**src/rtl/serial_comparator_ctrl.sv**
```systemverilog
// Serial MSB-first magnitude comparator sequencer driving an external 1-bit comparator.
// Optional SERCMP_EARLY_EXIT_EN: finish as soon as the first differing bit is seen.
module serial_comparator_ctrl #(
  parameter int unsigned WIDTH = 8
) (
  input  logic             clk,
  input  logic             rst,
  input  logic             start,
  input  logic [WIDTH-1:0] a_in,
  input  logic [WIDTH-1:0] b_in,
  output logic             bit_a,
  output logic             bit_b,
  input  logic             cmp_greater,
  input  logic             cmp_less,
  output logic             busy,
  output logic             done,
  output logic             greater,
  output logic             less,
  output logic             equal
);

  localparam int unsigned CntW = $clog2(WIDTH + 1);

  typedef enum logic [1:0] {StIdle, StRun, StDone} state_e;
  typedef enum logic [1:0] {DecEq, DecGt, DecLt} dec_e;

  state_e           state_q, state_d;
  dec_e             dec_q, dec_d;
  logic [WIDTH-1:0] a_sh_q, a_sh_d, b_sh_q, b_sh_d;
  logic [CntW-1:0]  cnt_q, cnt_d;
  logic             greater_q, greater_d, less_q, less_d, equal_q, equal_d;
  logic             last;

  always_ff @(posedge clk or posedge rst) begin
    if (rst) begin
      state_q   <= StIdle;
      dec_q     <= DecEq;
      a_sh_q    <= '0;
      b_sh_q    <= '0;
      cnt_q     <= '0;
      greater_q <= 1'b0;
      less_q    <= 1'b0;
      equal_q   <= 1'b0;
    end else begin
      state_q   <= state_d;
      dec_q     <= dec_d;
      a_sh_q    <= a_sh_d;
      b_sh_q    <= b_sh_d;
      cnt_q     <= cnt_d;
      greater_q <= greater_d;
      less_q    <= less_d;
      equal_q   <= equal_d;
    end
  end

  always_comb begin
    state_d   = state_q;
    dec_d     = dec_q;
    a_sh_d    = a_sh_q;
    b_sh_d    = b_sh_q;
    cnt_d     = cnt_q;
    greater_d = greater_q;
    less_d    = less_q;
    equal_d   = equal_q;
    busy      = 1'b0;
    done      = 1'b0;
    bit_a     = 1'b0;
    bit_b     = 1'b0;
    last      = 1'b0;
    unique case (state_q)
      StIdle: begin
        if (start) begin
          a_sh_d  = a_in;
          b_sh_d  = b_in;
          cnt_d   = CntW'(WIDTH);
          dec_d   = DecEq;
          state_d = StRun;
        end
      end
      StRun: begin
        busy   = 1'b1;
        bit_a  = a_sh_q[WIDTH-1];
        bit_b  = b_sh_q[WIDTH-1];
        a_sh_d = {a_sh_q[WIDTH-2:0], 1'b0};
        b_sh_d = {b_sh_q[WIDTH-2:0], 1'b0};
        cnt_d  = cnt_q - CntW'(1);
        // First differing bit decides; greater has priority if both are flagged.
        if (dec_q == DecEq) begin
          if (cmp_greater)   dec_d = DecGt;
          else if (cmp_less) dec_d = DecLt;
        end
`ifdef SERCMP_EARLY_EXIT_EN
        last = (cnt_q == CntW'(1)) || cmp_greater || cmp_less;
`else
        last = (cnt_q == CntW'(1));
`endif
        if (last) begin
          state_d   = StDone;
          greater_d = (dec_d == DecGt);
          less_d    = (dec_d == DecLt);
          equal_d   = (dec_d == DecEq);
        end
      end
      StDone: begin
        done    = 1'b1;
        state_d = StIdle;
      end
      default: state_d = StIdle;
    endcase
  end

  assign greater = greater_q;
  assign less    = less_q;
  assign equal   = equal_q;

endmodule
```
**config.mk**
```make
export PLATFORM = sky130hd
export DESIGN_NAME = serial_comparator_ctrl
export DESIGN_NICKNAME = d
export VERILOG_FILES = /design/src/rtl/serial_comparator_ctrl.sv
export SDC_FILE = /design/constraint.sdc
export NUM_CORES = 1
export LEC_CHECK = 0
export ABC_AREA = 1
export CORE_UTILIZATION = 45
export DETAILED_ROUTE_END_ITERATION = 16
export PLACE_DENSITY_LB_ADDON = 0.12
export SYNTH_ARGS = -nofsm -noshare
export SYNTH_HDL_FRONTEND = slang
export SYNTH_SLANG_ARGS = --single-unit
```
**constraint.sdc**
```tcl
create_clock -name clk -period 1.15 [get_ports clk]
set_input_delay 0.23 -clock clk [delete_from_list [all_inputs] [get_ports clk]]
set_output_delay 0.23 -clock clk [all_outputs]
set_load 0.005 [all_outputs]
```
==> reports/summary.json, run 1 <==
{
  "sta": {
    "final_setup_skew_ns": 0.00856,
    "final-setup-viol-count": 28,
    "final.hold.worst_slack_ns": 0.213,
    "fin_setup_tns_ns": -3.80,
    "finalHoldViolations": 0,
    "fmax_mhz": 726,
    "rsz_0062_raised_after_global_routing": "true",
    "postLayoutSetupSlackWorst_ns": -0.227,
    "transition_time_at_the_pin_with_the_least_slew_margin_ns": 0.326,
    "period_needed_ns": 1.38,
    "timing_max_transition_violations_final": 0,
    "timing.final.crit_share": 1.20,
    "maxSlewHeadroom": 0.782
  },
  "power_and_ir_drop": {
    "p_int_w": 0.00317,
    "power.density_nw_per_um2": 2650,
    "seq_power_share": 0.321,
    "power.share.combinational": 0.602,
    "clockPowerShare": 0.077,
    "totalPowerFinal_w": 0.00547,
    "net_switching_fraction_of_the_power": 0.420,
    "power_switching_w": 0.00230,
    "power.leakage_nw": 1.02,
    "vdd.ir_drop.worst_mv": 1.41
  },
  "clocking": {
    "tritoncts": "done",
    "clock_latency_ns": 0.32,
    "holdBufCountCts": 0,
    "cts_sinks": 27,
    "cts_htree_levels": 1,
    "clock_tree.root_cell": "clkbuf_4",
    "clock_buffer_count_from_cts": 3,
    "path_clk_slew_ns": 0.15,
    "clock_tree_buffer_depth": 2
  },
  "worst_setup_path": {
    "arrival_ns": 1.15,
    "cp_max_fo": 5,
    "setup.worst_path.class": "reg -> out",
    "critPathRequiredTime_ns": 0.92,
    "rrSetupSlack_ns": -0.16,
    "rr_endpoint": "b_sh_q[1]$_DFFE_PP0P_",
    "r2r_cells": 9,
    "crit_path_start_kind": "flip-flop",
    "critical_path_endpoint_category": "output pin",
    "worstReg2RegStart": "state_q[1]$_DFFE_PP0P_"
  },
  "floorplanning": {
    "design.core.area_um2": 2830,
    "floorplan.die_area_um2": 3300,
    "fp-row-count": 19,
    "die_outline_width_um": 57.5,
    "fp.dieH_um": 57.5,
    "floorplan.initialDensity": 0.490,
    "top_level_ports": 28
  },
  "outcome": {
    "status": "finished with violations",
    "violations_in_the_final_reports": "DRC, setup timing"
  },
  "global_route": {
    "first_pass_grt_wire_length_um": 5290,
    "number_of_global_route_vias_before_repair": 1197,
    "number_of_antenna_violations_at_the_first_check_in_global_routing": 0,
    "grt-ovfl-total": 0,
    "groute.usage.overall": 0.210,
    "grt_max_degree": 28
  },
  "run": {
    "max_cap_viol_count": 0
  },
  "placed_design": {
    "placement.io_buffers": 27,
    "detailedPlace.worstSlack_ns": -0.201,
    "gp_routability_congestion": 0.735,
    "detailedPlacementHpwl_um": 2000,
    "dpl.cell_count": 227
  },
  "synth": {
    "synth.yosys.seq_area_share": 0.488,
    "yosys.area.top_type": "dfrtp_1",
    "distinct_cell_type_count_of_the_synthesized_netlist": 22,
    "synth_fp_nets": 190,
    "synthesis.area_per_instance_um2": 8.29,
    "register_bit_count_reported_by_yosys": 27,
    "synth.area.top_cells": "dfrtp_1 49%, nand2_1 12%, o21ai_0 9.8%",
    "yosysWarningCount": 0,
    "yosys.area.top_type_share": 0.488,
    "netlist_instances": 167,
    "netlist_area_um2": 1390
  },
  "min_path": {
    "holdCritPathClass": "in -> async"
  },
  "route": {
    "drt-total-wl_um": 3540,
    "remaining_drc_errors": 1,
    "antenna_left": 0,
    "routed_via_density": 5.10,
    "avgRoutedWirePerCell_um": 14.5,
    "routed-via-count": 1244,
    "first_pass_iters": 10,
    "detailedRoute.firstIterationViolations": 36
  },
  "layout": {
    "layout.cells.most_common_list": "27 x dfrtp_1, 26 x nand2_1, 24 x inv_1, 20 x clkdlybuf4s50_1, 16 x nand2_2",
    "layout-drive-gt1-share": 0.362,
    "final_nets": 237,
    "layout.cells.non_filler": 244,
    "area_delta_synth_final_pct": 49.1,
    "n_antenna_cell": 0,
    "layout_commonest_cell": "dfrtp_1"
  }
}
==> routing by layer <==
layer,global-route usage,vias up,wire length [um]
li1,-,620,-
met1,0.244,601,1500
met2,0.397,21,1910
met3,0.0272,2,107
met4,0.0662,0,22
met5,0,-,0
==> power groups by stage <==
stage | clock network (W) | logic (W) | registers (W)
final | 0.000422 | 0.00330 | 0.00176
after global routing | 0.000460 | 0.00357 | 0.00181
after CTS | 0.000427 | 0.00267 | 0.00167
after detailed placement | 0 | 0.00201 | 0.00168
after global placement | 0 | 0.00193 | 0.00165
after floorplan | 0 | 0.00145 | 0.00161
==> worst max-delay path, stage by stage (launching register included) <==
cell     delay (ns)
dfrtp_1        0.40
inv_2          0.08
nand2_4        0.05
buf_6          0.13
nor2_2         0.07
buf_2          0.11
==> repair_timing <==
item	in CTS	in global routing
setup endpoints to repair	29	30
pin swaps	5	12
buffers inserted	5	5
gates cloned	5	0
resized for setup	54	47
==> cells in the mapped netlist <==
cell,number
a21oi_1,2
buf_6,4
buf_8,1
clkinv_4,1
dfrtp_1,27
ha_1,2
inv_1,26
inv_2,1
inv_6,1
nand2_1,44
nand2_2,2
nand2_4,2
nand2_8,1
nand3_1,7
nand3_4,1
nand4_1,1
nor2_1,7
nor2_2,1
o21ai_0,27
o21ai_1,6
o22ai_1,2
or2_2,1
==> metrics by stage <==
stage               area [um2]   util
detailed placement        1700  0.601
finish                    2070  0.730
CTS                       1890  0.667
global placement          1700  0.601
global route              2070  0.730
floorplan                 1390      -
==> how the worst max path moves through the flow <==
stage	slack, ns	end	from	cells past startpoint
after detailed placement	-0.20	b_sh_q[3]$_DFFE_PP0P_	start	6
after floorplan	0.05	cnt_q[2]$_DFFE_PP0P_	cnt_q[0]$_DFFE_PP0P_	5
final	-0.23	bit_b	state_q[1]$_DFFE_PP0P_	5
after CTS	-0.24	bit_b	state_q[1]$_DFFE_PP0P_	5
after global placement	-0.19	bit_b	state_q[1]$_DFFE_PP0P_	4
after global routing	-0.30	bit_a	state_q[1]$_DFFE_PP0P_	5
==> flip-flops by register name, summed over array words and instances (netlist names) <==
signal   flops
a_sh_q       8
b_sh_q       8
cnt_q        4
dec_q        2
state_q      2
equal        1
greater      1
less         1
==> cells by family (layout without fill, tap and decap cells) <==
group           after synthesis  in the layout  synth area share
flops                        27             27             0.488
buf+inv                      34             78             0.129
simple gates                 67             69             0.229
compound gates               37             37             0.136
fa+ha+maj                     2              2            0.0181
==> cell type report <==
class                   count  area, um2
clock buffers               4       26.3
repair inverters            1       11.3
inverters                  29        131
flip-flops and latches     27        676
well taps                  31       38.8
multi-input cells         108        706
fillers                   218        763
repair buffers             44        477
Power figures use the tool's default switching activity.
==> inputs of run 2 (changes only) <==
--- a/config.mk
+++ b/config.mk
@@ -9,6 +9,7 @@
 export CORE_UTILIZATION = 45
 export DETAILED_ROUTE_END_ITERATION = 16
 export PLACE_DENSITY_LB_ADDON = 0.12
+export SLEW_MARGIN = 25
 export SYNTH_ARGS = -nofsm -noshare
 export SYNTH_HDL_FRONTEND = slang
 export SYNTH_SLANG_ARGS = --single-unit
==> results of run 2 <==
No change in the layout: final DEF, timing and power equal those of run 1.
